--- config.mk ---
export PLATFORM = sky130hd
export DESIGN_NAME = wb_seq_divider_flat
export DESIGN_NICKNAME = d
export VERILOG_FILES = /design/src/rtl/wb_seq_divider_if.sv /design/src/rtl/wb_seq_divider.sv /design/src/flat_wrapper.sv
export SDC_FILE = /design/constraint.sdc
export NUM_CORES = 1
export LEC_CHECK = 0
export CAP_MARGIN = 20
export CORE_AREA = 2 2 176 178
export DETAILED_ROUTE_END_ITERATION = 7
export DIE_AREA = 0 0 178 180
export HOLD_SLACK_MARGIN = 0.02
export PLACE_DENSITY = 0.81
export SLEW_MARGIN = 40
export SYNTH_ARGS = -nofsm -noshare
export SYNTH_HDL_FRONTEND = slang
export SYNTH_SLANG_ARGS = --single-unit
--- constraint.sdc ---
create_clock -name clk_i -period 3.95 [get_ports clk_i]
set_input_delay 1.185 -clock clk_i [delete_from_list [all_inputs] [get_ports clk_i]]
set_output_delay 1.185 -clock clk_i [all_outputs]
set_load 0.1 [all_outputs]
--- src/rtl/wb_seq_divider_if.sv ---
// rtl/wb_seq_divider_if.sv - Wishbone slave bus bundle for the sequential divider
//
// Purpose: groups the Wishbone classic slave signals of wb_seq_divider.
// Signals:
//   wbs_stb_i, wbs_cyc_i, wbs_we_i : strobe, cycle, write enable (master -> slave)
//   wbs_sel_i [WBW/8]              : byte enables (master -> slave)
//   wbs_adr_i, wbs_dat_i [WBW]     : address and write data (master -> slave)
//   wbs_ack_o                      : single-cycle acknowledge (slave -> master)
//   wbs_dat_o [WBW]                : read data, valid with ack (slave -> master)
interface wb_seq_divider_if #(
    parameter int WBW = 32
);
    logic             wbs_stb_i;
    logic             wbs_cyc_i;
    logic             wbs_we_i;
    logic [WBW/8-1:0] wbs_sel_i;
    logic [WBW-1:0]   wbs_adr_i;
    logic [WBW-1:0]   wbs_dat_i;
    logic             wbs_ack_o;
    logic [WBW-1:0]   wbs_dat_o;

    modport master (
        output wbs_stb_i, wbs_cyc_i, wbs_we_i, wbs_sel_i, wbs_adr_i, wbs_dat_i,
        input  wbs_ack_o, wbs_dat_o
    );

    modport slave (
        input  wbs_stb_i, wbs_cyc_i, wbs_we_i, wbs_sel_i, wbs_adr_i, wbs_dat_i,
        output wbs_ack_o, wbs_dat_o
    );
endinterface

--- src/rtl/wb_seq_divider.sv ---
// rtl/wb_seq_divider.sv - Wishbone-mapped restoring radix-2 sequential divider
//
// Purpose: signed/unsigned XLEN-bit divider, one quotient bit per cycle,
// controlled through a small Wishbone register file.
// Ports:
//   clk_i      : clock, all state on rising edge
//   reset_ni   : asynchronous active-low reset
//   wbs        : Wishbone slave bundle (wb_seq_divider_if.slave)
//   busy_o     : high whenever the FSM is outside IDLE
//   irq_o      : registered DONE & IRQ_EN
//   la_data_o  : debug {state, count, quotient, remainder}, sized to LAW
module wb_seq_divider #(
    parameter int WBW  = 32,
    parameter int LAW  = 128,
    parameter int XLEN = 32
) (
    input  logic           clk_i,
    input  logic           reset_ni,
    wb_seq_divider_if.slave wbs,
    output logic           busy_o,
    output logic           irq_o,
    output logic [LAW-1:0] la_data_o
);

    typedef enum logic [1:0] {
        S_IDLE = 2'd0,
        S_PREP = 2'd1,
        S_DIV  = 2'd2,
        S_FIX  = 2'd3
    } state_t;

    localparam logic [XLEN-1:0] MIN_VAL = {1'b1, {(XLEN-1){1'b0}}};

    state_t          r_state;
    state_t          w_next;

    // register file
    logic [XLEN-1:0] r_dividend;
    logic [XLEN-1:0] r_divisor;
    logic [XLEN-1:0] r_quot;
    logic [XLEN-1:0] r_remd;
    logic            r_signed;
    logic            r_irq_en;
    logic            r_done;
    logic            r_div0;
    logic            r_start;
    logic            r_ack;
    logic [WBW-1:0]  r_dat;
    logic            r_irq;

    // datapath: r_a holds the dividend and shifts into the quotient
    logic [XLEN-1:0] r_a;
    logic [XLEN-1:0] r_b;
    logic [XLEN:0]   r_rem;
    logic [5:0]      r_count;
    logic            r_sgn;
    logic            r_neg_q;
    logic            r_neg_r;
    logic            r_special;
    logic            r_zero;

    logic            w_hit;
    logic            w_acc;
    logic            w_wr;
    logic [2:0]      w_idx;
    logic            w_ctrl_wr;
    logic            w_stat_wr;
    logic            w_go;
    logic [WBW-1:0]  w_bmask;
    logic [XLEN-1:0] w_dvd_new;
    logic [XLEN-1:0] w_dvs_new;
    logic [WBW-1:0]  w_rdata;
    logic            w_div0_det;
    logic            w_ovf_det;
    logic            w_a_neg;
    logic            w_b_neg;
    logic [XLEN-1:0] w_abs_a;
    logic [XLEN-1:0] w_abs_b;
    logic [XLEN:0]   w_shift;
    logic [XLEN:0]   w_trial;
    logic [8+2*XLEN-1:0] w_la;
    logic            w_unused;

    // ---------------- bus decode ----------------
    assign w_hit     = (wbs.wbs_adr_i[WBW-1:WBW-4] == 4'h3);
    assign w_acc     = wbs.wbs_stb_i & wbs.wbs_cyc_i & ~r_ack & w_hit;
    assign w_wr      = w_acc & wbs.wbs_we_i;
    assign w_idx     = wbs.wbs_adr_i[4:2];
    assign w_ctrl_wr = w_wr && (w_idx == 3'd4) && wbs.wbs_sel_i[0];
    assign w_stat_wr = w_wr && (w_idx == 3'd5) && wbs.wbs_sel_i[0];
    // START only takes effect from IDLE; otherwise the pulse just expires
    assign w_go      = r_start && (r_state == S_IDLE);
    assign w_unused  = ^{wbs.wbs_adr_i, wbs.wbs_dat_i};

    always_comb begin
        w_bmask = '0;
        for (int i = 0; i < WBW/8; i++) begin
            w_bmask[i*8 +: 8] = {8{wbs.wbs_sel_i[i]}};
        end
    end

    assign w_dvd_new = XLEN'((WBW'(r_dividend) & ~w_bmask) | (wbs.wbs_dat_i & w_bmask));
    assign w_dvs_new = XLEN'((WBW'(r_divisor)  & ~w_bmask) | (wbs.wbs_dat_i & w_bmask));

    always_comb begin
        w_rdata = '0;
        case (w_idx)
            3'd0:    w_rdata = WBW'(r_dividend);
            3'd1:    w_rdata = WBW'(r_divisor);
            3'd2:    w_rdata = WBW'(r_quot);
            3'd3:    w_rdata = WBW'(r_remd);
            3'd4:    w_rdata = WBW'({r_irq_en, r_signed, 1'b0});
            3'd5:    w_rdata = WBW'({r_div0, r_done, busy_o});
            default: w_rdata = WBW'(32'h0BAD_0BAD);
        endcase
    end

    // ---------------- datapath helpers ----------------
    assign w_a_neg    = r_sgn & r_a[XLEN-1];
    assign w_b_neg    = r_sgn & r_b[XLEN-1];
    assign w_abs_a    = w_a_neg ? ({XLEN{1'b0}} - r_a) : r_a;
    assign w_abs_b    = w_b_neg ? ({XLEN{1'b0}} - r_b) : r_b;
    assign w_div0_det = (r_b == '0);
    assign w_ovf_det  = r_sgn && (r_a == MIN_VAL) && (r_b == '1);
    assign w_shift    = {r_rem[XLEN-1:0], r_a[XLEN-1]};
    assign w_trial    = w_shift - {1'b0, r_b};

    // ---------------- FSM: state register ----------------
    always_ff @(posedge clk_i or negedge reset_ni) begin
        if (!reset_ni) r_state <= S_IDLE;
        else           r_state <= w_next;
    end

    // ---------------- FSM: next state ----------------
    always_comb begin
        w_next = r_state;
        case (r_state)
            S_IDLE: if (w_go) w_next = S_PREP;
            S_PREP: w_next = (w_div0_det || w_ovf_det) ? S_FIX : S_DIV;
            S_DIV:  if (r_count == 6'(XLEN-1)) w_next = S_FIX;
            S_FIX:  w_next = S_IDLE;
            default: w_next = S_IDLE;
        endcase
    end

    // ---------------- FSM: outputs ----------------
    always_comb begin
        busy_o = 1'b0;
        if (r_state != S_IDLE) busy_o = 1'b1;
    end

    // ---------------- registers and datapath ----------------
    always_ff @(posedge clk_i or negedge reset_ni) begin
        if (!reset_ni) begin
            r_dividend <= '0;
            r_divisor  <= '0;
            r_quot     <= '0;
            r_remd     <= '0;
            r_signed   <= 1'b0;
            r_irq_en   <= 1'b0;
            r_done     <= 1'b0;
            r_div0     <= 1'b0;
            r_start    <= 1'b0;
            r_ack      <= 1'b0;
            r_dat      <= '0;
            r_irq      <= 1'b0;
            r_a        <= '0;
            r_b        <= '0;
            r_rem      <= '0;
            r_count    <= '0;
            r_sgn      <= 1'b0;
            r_neg_q    <= 1'b0;
            r_neg_r    <= 1'b0;
            r_special  <= 1'b0;
            r_zero     <= 1'b0;
        end else begin
            r_ack   <= w_acc;
            r_dat   <= (w_acc && !wbs.wbs_we_i) ? w_rdata : '0;
            r_start <= w_ctrl_wr & wbs.wbs_dat_i[0];
            r_irq   <= r_done & r_irq_en;

            if (w_wr && (w_idx == 3'd0)) r_dividend <= w_dvd_new;
            if (w_wr && (w_idx == 3'd1)) r_divisor  <= w_dvs_new;
            if (w_ctrl_wr) begin
                r_signed <= wbs.wbs_dat_i[1];
                r_irq_en <= wbs.wbs_dat_i[2];
            end

            case (r_state)
                S_IDLE: begin
                    if (w_go) begin
                        r_a     <= r_dividend;
                        r_b     <= r_divisor;
                        r_sgn   <= r_signed;
                        r_rem   <= '0;
                        r_count <= '0;
                    end
                end
                S_PREP: begin
                    r_count   <= '0;
                    r_special <= w_div0_det | w_ovf_det;
                    r_zero    <= w_div0_det;
                    r_neg_q   <= w_a_neg ^ w_b_neg;
                    r_neg_r   <= w_a_neg;
                    if (w_div0_det) begin
                        // remainder keeps the raw dividend, quotient saturates
                        r_rem <= {1'b0, r_a};
                        r_a   <= '1;
                    end else if (w_ovf_det) begin
                        // r_a already holds MIN, which is the wrapped quotient
                        r_rem <= '0;
                    end else begin
                        r_a   <= w_abs_a;
                        r_b   <= w_abs_b;
                        r_rem <= '0;
                    end
                end
                S_DIV: begin
                    // restoring step: keep the trial difference only if non-negative
                    r_rem   <= w_trial[XLEN] ? w_shift : w_trial;
                    r_a     <= {r_a[XLEN-2:0], ~w_trial[XLEN]};
                    r_count <= r_count + 6'd1;
                end
                S_FIX: begin
                    if (r_special) begin
                        r_quot <= r_a;
                        r_remd <= r_rem[XLEN-1:0];
                    end else begin
                        r_quot <= r_neg_q ? ({XLEN{1'b0}} - r_a) : r_a;
                        r_remd <= r_neg_r ? ({XLEN{1'b0}} - r_rem[XLEN-1:0])
                                          : r_rem[XLEN-1:0];
                    end
                end
                default: ;
            endcase

            // completion outranks a simultaneous write-1-to-clear
            if (r_state == S_FIX) begin
                r_done <= 1'b1;
                r_div0 <= r_zero;
            end else if (w_go) begin
                r_done <= 1'b0;
                r_div0 <= 1'b0;
            end else if (w_stat_wr) begin
                if (wbs.wbs_dat_i[1]) r_done <= 1'b0;
                if (wbs.wbs_dat_i[2]) r_div0 <= 1'b0;
            end
        end
    end

    assign wbs.wbs_ack_o = r_ack;
    assign wbs.wbs_dat_o = r_dat;
    assign irq_o         = r_irq;
    assign w_la          = {r_state, r_count, r_quot, r_remd};
    assign la_data_o     = LAW'(w_la);

endmodule

--- src/flat_wrapper.sv ---
// flat-port wrapper written by rule: the top's interface ports become plain ports
module wb_seq_divider_flat 
#(
    parameter int WBW  = 32,
    parameter int LAW  = 128,
    parameter int XLEN = 32
)
  (clk_i, reset_ni, busy_o, irq_o, la_data_o, wbs_wbs_stb_i, wbs_wbs_cyc_i, wbs_wbs_we_i, wbs_wbs_sel_i, wbs_wbs_adr_i, wbs_wbs_dat_i, wbs_wbs_ack_o, wbs_wbs_dat_o);
  wb_seq_divider_if #(.WBW(WBW)) wbs_i ();
  input  logic clk_i;
  input  logic reset_ni;
  output logic busy_o;
  output logic irq_o;
  output logic [LAW-1:0] la_data_o;
  input wire logic [$bits(wbs_i.wbs_stb_i)-1:0] wbs_wbs_stb_i;
  input wire logic [$bits(wbs_i.wbs_cyc_i)-1:0] wbs_wbs_cyc_i;
  input wire logic [$bits(wbs_i.wbs_we_i)-1:0] wbs_wbs_we_i;
  input wire logic [$bits(wbs_i.wbs_sel_i)-1:0] wbs_wbs_sel_i;
  input wire logic [$bits(wbs_i.wbs_adr_i)-1:0] wbs_wbs_adr_i;
  input wire logic [$bits(wbs_i.wbs_dat_i)-1:0] wbs_wbs_dat_i;
  output wire logic [$bits(wbs_i.wbs_ack_o)-1:0] wbs_wbs_ack_o;
  output wire logic [$bits(wbs_i.wbs_dat_o)-1:0] wbs_wbs_dat_o;
  assign wbs_i.wbs_stb_i = wbs_wbs_stb_i;
  assign wbs_i.wbs_cyc_i = wbs_wbs_cyc_i;
  assign wbs_i.wbs_we_i = wbs_wbs_we_i;
  assign wbs_i.wbs_sel_i = wbs_wbs_sel_i;
  assign wbs_i.wbs_adr_i = wbs_wbs_adr_i;
  assign wbs_i.wbs_dat_i = wbs_wbs_dat_i;
  assign wbs_wbs_ack_o = wbs_i.wbs_ack_o;
  assign wbs_wbs_dat_o = wbs_i.wbs_dat_o;
  wb_seq_divider #(.WBW(WBW), .LAW(LAW), .XLEN(XLEN)) u_core (.clk_i(clk_i), .reset_ni(reset_ni), .wbs(wbs_i), .busy_o(busy_o), .irq_o(irq_o), .la_data_o(la_data_o));
endmodule
==> summary.log, run 1 <==
qor: logic_synthesis.synth-xor-area-share 5.961%
qor: timing.final_max_slew_viols 0
qor: drt.via_per_inst 6.391
qor: floorplanning.floorplan.core_area 30190 um^2
qor: pwr.share_clk_of_total_power 16.9%
qor: clock_tree.clock_latency 0.56 ns
qor: logic_synthesis.synth-main-ff-cell dfrtp_1
qor: clock_tree.cts_setup_buffers 0
qor: logic_synthesis.number_of_library_cell_types_mapped_by_synthesis 71
qor: job.max-cap-violations 0
qor: floorplanning.width_of_the_chip 178 um
qor: worst_setup_path.timing.critical_path.from_type flop
qor: global_routing.first_global_vias 14620
qor: final_layout.fraction_of_layout_instances_using_a_drive_strength_above_1 15.58%
qor: placement.io_buffer_count 154
qor: pwr.max-vdd-ir-drop 1.188 mV
qor: timing.slew_headroom 42.88%
qor: worst_setup_path.setup.worst_path.end_class flop
qor: worst_setup_path.path_class reg2reg
qor: drt.drt-wirelength-per-cell 21.73 um
qor: global_routing.antenna_found_initial 1
qor: floorplanning.floorplan.die_area 32040 um^2
qor: logic_synthesis.syn_area 16600 um^2
qor: clock_tree.htree_num_levels 1
qor: global_routing.gr-usage-all-layers 31.84%
qor: timing.worst_slew_pin_slew 0.8568 ns
qor: clock_tree.max-clock-path-buffers 3
qor: worst_setup_path.worst_path_max_delay_cell a311o_2
qor: clock_tree.cts_made_buffers 29
qor: outcome.status finished, final reports clean
qor: final_layout.mostFrequentLayoutCells dfrtp_1, a21oi_1, o21ai_0, nand2_1, nor2_1
qor: drt.detailedRoute.firstPassIterationCount 8
qor: drt.drcViolationCount 0
qor: timing.fmaxAchievable 265.5 MHz
qor: placement.final_weighted_congestion_in_routability_driven_placement 1.014
qor: clock_tree.cts.sink_count 276
qor: pwr.power_switching 8587 uW
qor: worst_setup_path.data_arrival_time_at_the_worst_slack_endpoint 4.20 ns
qor: logic_synthesis.syn_avg_cell_area 8.964 um^2
qor: logic_synthesis.async_flop_share 100.0%
qor: logic_synthesis.synth_compound_area_share 20.74%
qor: worst_setup_path.worst_path_most_repeated_cell o21ai_0
qor: drt.route.vias.total 15120
qor: clock_tree.clock_pin_slew_on_the_worst_setup_and_hold_paths 0.06 ns
qor: timing.final.period_utilization 95.34%
qor: final_layout.nets_finish 2068
qor: pwr.switching_share 53.61%
qor: clock_tree.clock_tree_from_tritoncts done
qor: worst_setup_path.critical-path-max-stage-delay 0.63 ns
qor: global_routing.grt.overflow.total 0
qor: logic_synthesis.post_synth_mux_area_share 6.753%
qor: clock_tree.count_of_instances_resized_after_the_clock_tree_is_built 0
qor: worst_setup_path.worst-path-max-fanout 24
qor: global_routing.grt_start_max_net_pins 83
qor: final_layout.leading_cell_type_in_the_layout_fill_and_taps_excluded dfrtp_1
qor: floorplanning.floorplan.io_pins 236
qor: clock_tree.holdBufCountCts 0
qor: logic_synthesis.combinational_family_with_the_most_area_after_synthesis compound AO/OA/AOI/OAI gates
qor: pwr.part_of_the_power_in_registers 28.9%
qor: pwr.leakage 0.008302 uW
qor: timing.timing.final.hold_violations 0
qor: timing.whs 0.4985 ns
qor: worst_setup_path.critical_path.cell_chain ha_1, fa_1, nand2b_1, a21oi_1, o21ai_0, o311ai_1, buf_4, o21ai_0, a21oi_1, a311o_2, buf_4, mux2i_1, o21ai_0
qor: logic_synthesis.proportion_of_netlist_area_held_by_the_largest_area_contributor 41.60%
qor: logic_synthesis.synth_edf_count 0
qor: logic_synthesis.synth-seq-cells 276
qor: final_layout.n_antenna_cell 0
qor: worst_setup_path.crit_required 4.38 ns
qor: logic_synthesis.synth-simple-area-share 14.48%
qor: final_layout.area.growth.synth_to_final 13.80%
qor: hold_path.hold_path_class reg2reg
qor: logic_synthesis.synth.top_cells.by_area dfrtp_1, a21oi_1, mux2_2
qor: logic_synthesis.synthCells 1852
qor: drt.detail_route.wirelength 51410 um
qor: pwr.power.density 847.9 nW/um^2
qor: timing.timing.final.setup_violations 0
qor: timing.post_route_setup_tns 0 ns
qor: drt.number_of_routed_nets_with_antenna_violations 0
qor: timing.fin_crit 3.766 ns
qor: timing.rsz0062_at_grt no
qor: logic_synthesis.synth-warning-count 0
qor: pwr.share_comb_of_total_power 54.2%
qor: timing.clock-skew-final 0.01409 ns
qor: logic_synthesis.synth_adder_area_share 3.286%
qor: logic_synthesis.synth_top_cell_by_area dfrtp_1
qor: floorplanning.vertical_die_dimension 180 um
qor: floorplanning.fp-row-count 64
qor: global_routing.grt_first_pass_wirelength 80240 um
qor: clock_tree.clk_root_buffer_cell clkbuf_16
qor: placement.half_perimeter_wire_length_after_placement 37110 um
qor: pwr.internal_power 7432 uW
qor: drt.drt_first_iter_violations 1612
qor: floorplanning.start_util 54.99%
qor: logic_synthesis.synth_sequential_area_ratio 41.60%
## kinds of logic (layout without fill, tap and decap cells)
kind of cell | Yosys count | in the layout
buffers and inverters | 240 | 303
DFF | 276 | 276
and+or+nand+nor | 509 | 509
adders and majority gates | 43 | 43
AOI/OAI and AO/OA | 567 | 567
muxes | 103 | 103
other | 1 | 56
xor gates and xnor gates | 113 | 113
## metrics by stage
stage / std cells / util [%] / area, um^2 / total power [uW] / worst slack [ns]
finish: 2366 / 62.58 / 18890 / 16020 / 0.1841
detailed placement: 2317 / 59.52 / 17970 / 13170 / 0.2501
CTS: 2366 / 62.58 / 18890 / 15890 / 0.2444
global placement: 2316 / 60.10 / 18140 / 12960 / 0.3728
global route: 2366 / 62.58 / 18890 / 16810 / 0.01093
floorplan: 1907 / - / 16810 / 11030 / 0.5046
## critical path, delay by kind of cell (launching register included)
kind            cells  cell delay [ns]
mux                 1             0.23
compound gates      7             1.62
buf+inv             2             0.49
simple gates        1             0.19
fa+ha+maj           2             0.66
flops               1             0.43
## synthesized netlist by cell type (8+ instances only)
| master | number |
|---|---|
| dfrtp_1 | 276 |
| a21oi_1 | 165 |
| o21ai_0 | 159 |
| nand2_1 | 153 |
| nor2_1 | 147 |
| clkbuf_1 | 106 |
| a22oi_1 | 90 |
| mux2_2 | 72 |
| xnor2_1 | 69 |
| buf_4 | 57 |
| inv_1 | 51 |
| nand3_1 | 49 |
| xor2_1 | 44 |
| ha_1 | 42 |
| a31oi_1 | 31 |
| mux2i_1 | 31 |
| nor3_1 | 28 |
| o22ai_1 | 25 |
| nor2b_1 | 23 |
| nand4_1 | 18 |
| nor4_1 | 17 |
| nand2b_1 | 14 |
| a21o_1 | 13 |
| and3_1 | 12 |
| o31ai_1 | 11 |
| buf_2 | 10 |
| o211ai_1 | 10 |
| and2_1 | 8 |
| buf_1 | 8 |
| buf_6 | 8 |
| nor3b_1 | 8 |
| o21bai_1 | 8 |
## power by group through the flow
stage / Sequential [uW] / Combinational (uW) / Clock, uW
2_1_floorplan: 6620 / 4400 / 0
4_1_cts: 4590 / 8580 / 2720
3_3_place_gp: 4610 / 8350 / 0
5_1_grt: 4690 / 9290 / 2840
3_5_place_dp: 4630 / 8540 / 0
6_report: 4630 / 8680 / 2710
## cell type report
cell class                 count  area, um^2
fill                        2439       11300
multi-input combinational   1391        8777
clock buffer                  41       850.8
clock inverter                 8       75.07
sequential                   276        6907
inverter                      51       191.4
tap                          396       495.5
timing repair buffer         203        1597
## layer usage
layer	track usage [%]	vias to the layer above	wire (um)
met5	0	-	13
met2	51.95	900	24340
met1	40.41	7309	19260
met4	15.51	2	2962
li1	-	6708	-
met3	6.218	202	4838
## final timing paths
check	to	slack, ns	start	depth (start not counted)
max in group asynchronous	u_core.r_count[2]$_DFFE_PN0P_	2.41	reset_ni	2
min	u_core.r_zero$_DFFE_PN0P_	0.50	u_core.r_zero$_DFFE_PN0P_	1
min in group asynchronous	u_core.r_rem[30]$_DFFE_PN0P_	0.62	reset_ni	1
max	u_core.r_rem[17]$_DFFE_PN0P_	0.18	u_core.r_b[0]$_DFFE_PN0P_	13
min reg2reg	u_core.r_zero$_DFFE_PN0P_	0.50	u_core.r_zero$_DFFE_PN0P_	1
max reg2reg	u_core.r_rem[17]$_DFFE_PN0P_	0.18	u_core.r_b[0]$_DFFE_PN0P_	13
Power figures use the tool's default switching activity.
==> run 2, diff against run 1 <==
--- a/config.mk
+++ b/config.mk
@@ -7,6 +7,7 @@
 export LEC_CHECK = 0
 export CAP_MARGIN = 20
 export CORE_AREA = 2 2 176 178
+export CTS_BUF_LIST = sky130_fd_sc_hd__clkbuf_8 sky130_fd_sc_hd__clkbuf_16
 export DETAILED_ROUTE_END_ITERATION = 7
 export DIE_AREA = 0 0 178 180
 export HOLD_SLACK_MARGIN = 0.02
==> run 2 against run 1 <==
Net effect: fmax decreased by 0.17%; utilization did not move; count of clock-buffer cells in the layout shrank 4; die area did not move; routed wire length grew 0.13%; sequential share of layout area stayed put; hold slack hardly changed; final cell count stayed put; critical endpoint unchanged; largest cell class unchanged.
==> summary.log, run 2 (same netlist as run 1, synthesis figures left out) <==
qor: clock_tree.cts_made_buffers 29
qor: worst_setup_path.data_arrival_time_at_the_worst_slack_endpoint 4.21 ns
qor: final_layout.layout.filler_cells 2439
qor: timing.rsz0062_at_grt no
qor: worst_setup_path.critical_path.cell_chain ha_1, fa_1, nand2b_1, a21oi_1, o21ai_0, o311ai_1, buf_4, o21ai_0, a21oi_1, a311o_2, buf_4, mux2i_1, o21ai_0
qor: timing.timing.final.hold_violations 0
qor: drt.drt-wirelength-per-cell 21.76 um
qor: floorplanning.fp-row-count 64
qor: global_routing.grt.overflow.total 0
qor: drt.route.vias.total 15050
qor: global_routing.grt_start_max_net_pins 83
qor: placement.half_perimeter_wire_length_after_placement 37110 um
qor: pwr.internal_power 7422 uW
qor: clock_tree.htree_num_levels 1
qor: worst_setup_path.worst_path_most_repeated_cell o21ai_0
qor: floorplanning.start_util 54.99%
qor: placement.io_buffer_count 154
qor: worst_setup_path.timing.critical_path.from_type flop
qor: floorplanning.vertical_die_dimension 180 um
qor: final_layout.mostFrequentLayoutCells dfrtp_1, a21oi_1, o21ai_0, nand2_1, nor2_1
qor: pwr.share_clk_of_total_power 16.8%
qor: timing.clock-skew-final 0.01397 ns
qor: timing.fmaxAchievable 265.1 MHz
qor: clock_tree.cts.sink_count 276
qor: hold_path.hold_path_class reg2reg
qor: clock_tree.count_of_instances_resized_after_the_clock_tree_is_built 0
qor: clock_tree.clock_latency 0.56 ns
qor: timing.final_max_slew_viols 0
qor: global_routing.gr-usage-all-layers 31.84%
qor: timing.final.period_utilization 95.50%
qor: timing.worst_slew_pin_slew 0.8703 ns
qor: drt.drt_first_iter_violations 1612
qor: drt.drcViolationCount 0
qor: final_layout.leading_cell_type_in_the_layout_fill_and_taps_excluded dfrtp_1
qor: worst_setup_path.path_class reg2reg
qor: worst_setup_path.worst_path_max_delay_cell a311o_2
qor: floorplanning.floorplan.io_pins 236
qor: pwr.share_comb_of_total_power 54.2%
qor: floorplanning.floorplan.die_area 32040 um^2
qor: timing.timing.final.setup_violations 0
qor: final_layout.fraction_of_layout_instances_using_a_drive_strength_above_1 15.58%
qor: global_routing.grt_first_pass_wirelength 80240 um
qor: worst_setup_path.crit_required 4.39 ns
qor: pwr.leakage 0.008319 uW
qor: placement.final_weighted_congestion_in_routability_driven_placement 1.014
qor: timing.slew_headroom 41.98%
qor: timing.post_route_setup_tns 0 ns
qor: final_layout.nets_finish 2068
qor: drt.highest_layer met5
qor: drt.route.layer.met1.wl 19360 um
qor: placement.minimum_setup_slack_after_placement 0.2501 ns
qor: clock_tree.max-clock-path-buffers 3
qor: outcome.status finished, final reports clean
qor: pwr.switching_share 53.62%
qor: job.max-cap-violations 0
qor: global_routing.first_global_vias 14620
qor: timing.fin_crit 3.772 ns
qor: clock_tree.clock_tree_from_tritoncts done
qor: floorplanning.width_of_the_chip 178 um
qor: final_layout.area.growth.synth_to_final 13.80%
qor: clock_tree.holdBufCountCts 0
qor: final_layout.layoutNonFillerInstCount 2366
qor: drt.met2WireLength 24380 um
qor: pwr.power_switching 8580 uW
qor: floorplanning.floorplan.core_area 30190 um^2
qor: drt.wl_met3 4795 um
qor: drt.number_of_routed_nets_with_antenna_violations 0
qor: pwr.power.density 847.0 nW/um^2
qor: pwr.part_of_the_power_in_registers 28.9%
qor: timing.fin_ws 0.1778 ns
qor: drt.via_per_inst 6.361
qor: pwr.max-vdd-ir-drop 1.186 mV
qor: clock_tree.clock_pin_slew_on_the_worst_setup_and_hold_paths 0.06 ns
qor: worst_setup_path.setup.worst_path.end_class flop
qor: drt.detail_route.wirelength 51480 um
qor: placement.dp.cells 2317
qor: final_layout.n_antenna_cell 0
qor: drt.detailedRoute.firstPassIterationCount 6
qor: worst_setup_path.critical-path-max-stage-delay 0.63 ns
qor: worst_setup_path.worst-path-max-fanout 24
qor: clock_tree.clk_root_buffer_cell clkbuf_16
qor: clock_tree.cts_setup_buffers 0
qor: global_routing.antenna_found_initial 1
## run 2: cell types whose count changed in the layout (fill, tap and decap cells not counted), sizes merged
cell / previous run / this run
clkbuf: 41 / 37
inv: 53 / 57
## run 2: path summary, 6_finish.rpt
path	startpoint	to	slack, ns	cells past startpoint
max	u_core.r_b[0]$_DFFE_PN0P_	u_core.r_rem[17]$_DFFE_PN0P_	0.18	13
min	u_core.r_zero$_DFFE_PN0P_	u_core.r_zero$_DFFE_PN0P_	0.50	1
max reg2reg	u_core.r_b[0]$_DFFE_PN0P_	u_core.r_rem[17]$_DFFE_PN0P_	0.18	13
min reg2reg	u_core.r_zero$_DFFE_PN0P_	u_core.r_zero$_DFFE_PN0P_	0.50	1
max in group asynchronous	reset_ni	u_core.r_count[2]$_DFFE_PN0P_	2.41	2
min in group asynchronous	reset_ni	u_core.r_rem[30]$_DFFE_PN0P_	0.62	1
## run 2: area by class of cell
type / instances / area [um^2] / share of cell area (%)
clock buffer: 37 / 835.8 / 4.424
clock inverter: 12 / 90.09 / 0.4768
inverter: 51 / 191.4 / 1.013
multi-input combinational: 1391 / 8777 / 46.46
sequential: 276 / 6907 / 36.56
tap: 396 / 495.5 / 2.623
timing repair buffer: 203 / 1597 / 8.450
## run 2: per-stage QoR
step	total power [uW]	hold slack, ns	util, %	instance area (um^2)
global placement	12960	0.4754	60.10	18140
floorplan	11030	0.4534	-	16810
CTS	15880	0.4952	62.58	18890
detailed placement	13170	0.4704	59.52	17970
global route	16800	0.5040	62.58	18890
finish	16000	0.4981	62.58	18890
## run 2: worst max-delay path: cells and delay by family, from the launching register on
family                     cells  cell delay, ns
AOI/OAI and AO/OA              7            1.62
adders and majority gates      2            0.66
buffers and inverters          2            0.49
DFF                            1            0.43
muxes                          1            0.23
and+or+nand+nor                1            0.19
## run 2: routing by layer
layer | GRT usage (%) | up-vias
li1 | - | 6709
met1 | 40.41 | 7264
met2 | 51.95 | 883
met3 | 6.218 | 193
met4 | 15.51 | 2
met5 | 0 | -
## run 2: power by group through the flow
stage	logic [uW]	clock network, uW	registers (uW)
global placement	8350	0	4610
floorplan	4400	0	6620
finish	8680	2690	4630
CTS	8580	2710	4590
detailed placement	8540	0	4630
global route	9290	2830	4690
